### src/rtl/uart_pkg.sv
// Shared types and defaults for the UART transmit-side feeder.
package uart_pkg;

  localparam int UART_DATA_W   = 8;
  localparam int UART_BUSY_TMO = 7;

  typedef enum logic [1:0] {
    IDLE    = 2'd0,
    STROBE  = 2'd1,
    WAIT_HI = 2'd2,
    WAIT_LO = 2'd3
  } feeder_state_e;

endpackage

### src/rtl/sync_fifo.sv
// Synchronous FIFO with registered read; a push into a full FIFO is accepted
// when a pop happens in the same cycle.
module sync_fifo #(
  parameter  int DATA_W = 8,
  parameter  int DEPTH  = 16,
  localparam int ADDR_W = $clog2(DEPTH)
) (
  input  logic              clk,
  input  logic              rst,
  input  logic              push,
  input  logic              pop,
  input  logic [DATA_W-1:0] wdata,
  output logic [DATA_W-1:0] rdata,
  output logic [ADDR_W:0]   level,
  output logic              full,
  output logic              empty
);

  logic [DATA_W-1:0] mem [DEPTH];
  logic [ADDR_W-1:0] wr_ptr_q, rd_ptr_q;
  logic [ADDR_W:0]   level_q, level_d;
  logic [DATA_W-1:0] rdata_q;
  logic              push_ok, pop_ok;

  assign full    = (level_q == (ADDR_W+1)'(DEPTH));
  assign empty   = (level_q == '0);
  assign pop_ok  = pop && !empty;
  assign push_ok = push && (!full || pop_ok);

  always_comb begin
    level_d = level_q;
    case ({push_ok, pop_ok})
      2'b10:   level_d = level_q + 1'b1;
      2'b01:   level_d = level_q - 1'b1;
      default: level_d = level_q;
    endcase
  end

  // Storage carries no reset so it can map onto block RAM.
  always_ff @(posedge clk) begin
    if (push_ok) mem[wr_ptr_q] <= wdata;
  end

  always_ff @(posedge clk or posedge rst) begin
    if (rst) begin
      wr_ptr_q <= '0;
      rd_ptr_q <= '0;
      level_q  <= '0;
      rdata_q  <= '0;
    end else begin
      level_q <= level_d;
      if (push_ok) wr_ptr_q <= wr_ptr_q + 1'b1;
      if (pop_ok) begin
        rd_ptr_q <= rd_ptr_q + 1'b1;
        rdata_q  <= mem[rd_ptr_q];
      end
    end
  end

  assign rdata = rdata_q;
  assign level = level_q;

endmodule

### src/rtl/uart_tx_feeder.sv
// Buffers host bytes and hands them to a UART transmitter one at a time,
// strobing wr_en and waiting out the transmitter's busy cycle.
module uart_tx_feeder
  import uart_pkg::*;
#(
  parameter  int DATA_W   = UART_DATA_W,
  parameter  int DEPTH    = 16,
  parameter  int BUSY_TMO = UART_BUSY_TMO,
  localparam int ADDR_W   = $clog2(DEPTH)
) (
  input  logic              clk,
  input  logic              rst,
  input  logic              push,
  input  logic [DATA_W-1:0] push_data,
  output logic              full,
  output logic              empty,
  output logic [ADDR_W:0]   level,
  output logic              ovf,
  output logic              tmo_err,
  input  logic              err_clr,
  output logic [DATA_W-1:0] tx_data,
  output logic              tx_wr_en,
  input  logic              tx_busy,
  output logic              idle
);

  localparam int CNT_W = $clog2(BUSY_TMO + 1);

  feeder_state_e    state_q, state_d;
  logic [CNT_W-1:0] cnt_q, cnt_d;
  logic             ovf_q, ovf_d, tmo_q, tmo_d;
  logic             pop, tmo_set, ovf_set;

  sync_fifo #(.DATA_W(DATA_W), .DEPTH(DEPTH)) u_fifo (
    .clk   (clk),
    .rst   (rst),
    .push  (push),
    .pop   (pop),
    .wdata (push_data),
    .rdata (tx_data),
    .level (level),
    .full  (full),
    .empty (empty)
  );

  always_comb begin
    state_d = state_q;
    cnt_d   = cnt_q;
    pop     = 1'b0;
    tmo_set = 1'b0;
    case (state_q)
      IDLE: begin
        if (!empty && !tx_busy) begin
          pop     = 1'b1;
          state_d = STROBE;
        end
      end
      STROBE: begin
        cnt_d   = '0;
        state_d = WAIT_HI;
      end
      WAIT_HI: begin
        // A transmitter that never goes busy drops the byte rather than stalling.
        if (tx_busy) begin
          state_d = WAIT_LO;
        end else if (cnt_q == CNT_W'(BUSY_TMO - 1)) begin
          tmo_set = 1'b1;
          state_d = IDLE;
        end else begin
          cnt_d = cnt_q + 1'b1;
        end
      end
      WAIT_LO: begin
        if (!tx_busy) state_d = IDLE;
      end
      default: state_d = IDLE;
    endcase
  end

  assign ovf_set = push && full && !pop;
  assign ovf_d   = ovf_set ? 1'b1 : (err_clr ? 1'b0 : ovf_q);
  assign tmo_d   = tmo_set ? 1'b1 : (err_clr ? 1'b0 : tmo_q);

  always_ff @(posedge clk or posedge rst) begin
    if (rst) begin
      state_q <= IDLE;
      cnt_q   <= '0;
      ovf_q   <= 1'b0;
      tmo_q   <= 1'b0;
    end else begin
      state_q <= state_d;
      cnt_q   <= cnt_d;
      ovf_q   <= ovf_d;
      tmo_q   <= tmo_d;
    end
  end

  assign tx_wr_en = (state_q == STROBE);
  assign ovf      = ovf_q;
  assign tmo_err  = tmo_q;
  assign idle     = empty && (state_q == IDLE) && !tx_busy;

endmodule

### config.mk
export PLATFORM = sky130hd
export DESIGN_NAME = uart_tx_feeder
export DESIGN_NICKNAME = d
export VERILOG_FILES = /design/src/rtl/uart_pkg.sv /design/src/rtl/sync_fifo.sv /design/src/rtl/uart_tx_feeder.sv
export SDC_FILE = /design/constraint.sdc
export NUM_CORES = 1
export LEC_CHECK = 0
export CAP_MARGIN = 0
export CORE_AREA = 2 2 231 119
export CTS_BUF_LIST = sky130_fd_sc_hd__clkbuf_4 sky130_fd_sc_hd__clkbuf_8
export DETAILED_ROUTE_END_ITERATION = 8
export DIE_AREA = 0 0 233 121
export PLACE_DENSITY = 0.36
export RECOVER_POWER = 100
export SYNTH_ARGS = -nofsm -noshare
export SYNTH_HDL_FRONTEND = slang
export SYNTH_SLANG_ARGS = --single-unit
### constraint.sdc
create_clock -name clk -period 6.6 [get_ports clk]
set_input_delay 1.32 -clock clk [delete_from_list [all_inputs] [get_ports clk]]
set_output_delay 1.32 -clock clk [all_outputs]
set_load 0.01 [all_outputs]
==> out/metrics.cfg <==
[outcome]
outcome = complete, but fails checks
violations = capacitance limit, slew limit

[layout]
drive_gt1_frac = 0.1646
instances_no_fill = 765
antenna_cells_inserted = 0
mostFrequentLayoutCells = sky130_fd_sc_hd__edfxtp_1 (128), sky130_fd_sc_hd__mux4_2 (32), sky130_fd_sc_hd__dlygate4sd3_1 (29)
syn2layout_area_growth_pct = 15.74
mostFrequentLayoutCell = sky130_fd_sc_hd__edfxtp_1
num-nets-final = 428

[power]
irDropWorstVdd_v = 0.0001789
fin_total_pwr_w = 0.002917
power_leakage_nw = 2.506
share_comb_of_total_power = 0.327
p_sw_w = 0.0009889
power-per-cell-area_nw_per_um2 = 390.5
pwr-share-seq = 0.459
clkPwrFrac = 0.214
cell_internal_pwr_w = 0.001928
sw_frac_of_total = 0.3390

[sta]
worst_slew_pin_slew_ns = 1.873
max_clock_freq_mhz = 225.6
timing.clock.skew_ns = 0.01373
finalMaxSlewViolations = 42
timing.final.crit_share = 0.6716
slew_headroom = -0.2487
timing.final.hold_violations = 0
final.min_clock_period_ns = 4.432
setup_violations = 0
rsz0062_at_grt = no
tns_ns = 0
postLayoutSetupSlackWorst_ns = 2.168
worst_hold_slack_ns = 0.4927

[critical_path]
crit_type = input pin to output pin
worst-endpoint-required_ns = 5.28
critical_path.slowest_cell = sky130_fd_sc_hd__dlygate4sd3_1
critPathArrivalTime_ns = 3.11
cp.buffers_inverters = 2
timing.critical_path.slowest_cell_delay_ns = 0.68
critPathCaptureType = output pin
critical-path-top-delay-family = buffers and inverters
cp_common_cell = sky130_fd_sc_hd__dlygate4sd3_1
path_max_fanout = 11
start_kind = input pin
timing.critical_path.cells = dlygate4sd3_1 -> nand2b_1 -> nor3_1 -> dlygate4sd3_1

[global_route]
global_route.usage.total = 0.1135
grt_start_max_net_pins = 35
grt_antenna_before_repair = 0
first_global_vias = 3491
grt_pass1_wl_mm = 22.41
globalRoute.totalOverflow = 0

[placement]
dp_hpwl_mm = 9.617
gp_congestion = 0.7449
numPlacedInstances = 734
post-place-ws_ns = 2.263
io_buffers = 31

[detailed_routing]
drt_iter0_markers = 279
detail-route-antenna-nets = 0
detail_route.vias_per_cell = 4.344
routed-via-count = 3323
detailedRoute.firstPassIterationCount = 4
routed_wl_mm = 14.89
drt-wirelength-per-cell_microns = 19.46
drt_drc_violations_left = 0

[clock_network]
tritoncts_num_sinks = 156
h-tree-depth = 4
cts_post_setup_buffers_inserted = 0
postCtsHoldBufs = 0
post_cts_resized = 0
worst_setup_hold_path_clk_slew_ns = 0.07
cts_buffers = 17
ctsLongestPathBuffers = 2
worstSkewPairLatency_ns = 0.45
cts_tree = done
cts_root_buffer = sky130_fd_sc_hd__clkbuf_8

[die]
ioPinCount = 32
num_rows = 42
core-area_sq_um = 26120
die_y_microns = 121
floorplan.die_area_sq_um = 28190
floorplan.initialDensity = 0.2471
die_x_microns = 233

[synth]
synth_top_flop_cell = sky130_fd_sc_hd__edfxtp_1
synth-async-reset-ratio = 0.1795
netlist_area_sq_um = 6455
ys_ff_latch = 156
post_synth.cell_area_avg_sq_um = 17.73
synth_cells = 364
synth_edf_count = 128
synth.yosys.seq_area_share = 0.7040
synthesis.yosys.warnings = 0
mappedNetlistNets = 391
synth.lib_cells_used.distinct = 45

[run]
max-cap-violations = 2

[min_path]
min-delay-path-class = flop to flop

[kinds of logic (layout without fill, tap and decap cells)]
| kind of cell | count (synthesis) | after routing | share of synthesized area |
|---|---|---|---|
| DFF | 156 | 156 | 0.7040 |
| and+or+nand+nor | 66 | 66 | 0.05292 |
| muxes | 54 | 54 | 0.1465 |
| AOI/OAI and AO/OA | 34 | 34 | 0.03761 |
| buffers and inverters | 32 | 81 | 0.02093 |
| adders and majority gates | 14 | 14 | 0.02714 |
| xor gates and xnor gates | 8 | 8 | 0.01086 |
[power groups by stage]
stage / clock network, W / registers [W] / logic, W
4_1_cts: 0.000649 / 0.00134 / 0.00101
3_3_place_gp: 0 / 0.00136 / 0.00100
2_1_floorplan: 0 / 0.00133 / 0.000668
5_1_grt: 0.000698 / 0.00136 / 0.00106
3_5_place_dp: 0 / 0.00137 / 0.00100
6_report: 0.000623 / 0.00134 / 0.000954
[metrics by stage]
| stage | util | instance area (sq um) |
|---|---|---|
| finish | 0.2861 | 7471 |
| global route | 0.2861 | 7471 |
| CTS | 0.2865 | 7482 |
| detailed placement | 0.2739 | 7154 |
| global placement | 0.2739 | 7154 |
| floorplan | - | 6455 |
[final timing paths]
kind / from / endpoint / slack, ns / depth (start not counted)
max reg2reg: u_fifo.level[1] / u_fifo.level[4] / 2.83 / 8
max in group asynchronous: rst / u_fifo.rd_ptr_q[2] / 3.40 / 3
min reg2reg: u_fifo.rdata[1] / u_fifo.rdata[1] / 0.49 / 2
min: u_fifo.rdata[1] / u_fifo.rdata[1] / 0.49 / 2
min in group asynchronous: rst / tmo_err / 1.99 / 3
max: tx_busy / idle / 2.17 / 4
[per-layer routing]
layer	up-vias	GRT usage	routed length [microns]	share of wire
li1	1496	-	-	-
met1	1724	0.1438	6694	0.45
met2	89	0.1903	7299	0.49
met3	14	0.03102	726	0.049
met4	0	0.03344	167	0.011
met5	-	0	0	0
[final cells by class]
cell class | count | area (sq um)
inverters | 16 | 60.06
well taps | 352 | 440.4
fillers | 2572 | 18650
clock inverters | 11 | 71.32
flip-flops and latches | 156 | 4546
clock buffers | 20 | 256.5
repair buffers | 34 | 329.1
multi-input cells | 176 | 1768
[flip-flops by register name (all words and copies together) (netlist names)]
signal           cells
u_fifo.wr_ptr_q      4
cnt_q                3
ovf                  1
u_fifo.rd_ptr_q      4
state_q              2
u_fifo.level         5
u_fifo.rdata         8
tmo_err              1
u_fifo.mem         128
[synthesized netlist by cell type, drive strengths merged (2+ instances only)]
library cell  number  share of area
edfxtp           128           0.60
mux2               4         0.0070
nand3              2         0.0016
and2              12          0.012
clkbuf             9         0.0052
xnor2              6         0.0081
o221ai             9          0.012
ha                14          0.027
xor2               2         0.0027
dfrtp             28           0.11
mux4              32           0.11
buf                7         0.0064
and3               2         0.0027
o21ai              8         0.0062
nand4              2         0.0019
nand2             27          0.016
nand2b             2         0.0019
a21oi              5         0.0039
o32ai              2         0.0027
mux2i             18          0.028
inv               16         0.0093
nor2              10         0.0058
[tightest hold or removal path: stages (launching register included)]
cell and delay [ns]:
sky130_fd_sc_hd__dfrtp_1 0.35, sky130_fd_sc_hd__nand2_1 0.05, sky130_fd_sc_hd__o221ai_1 0.06
Note: power is estimated with default switching activity, not from simulation.
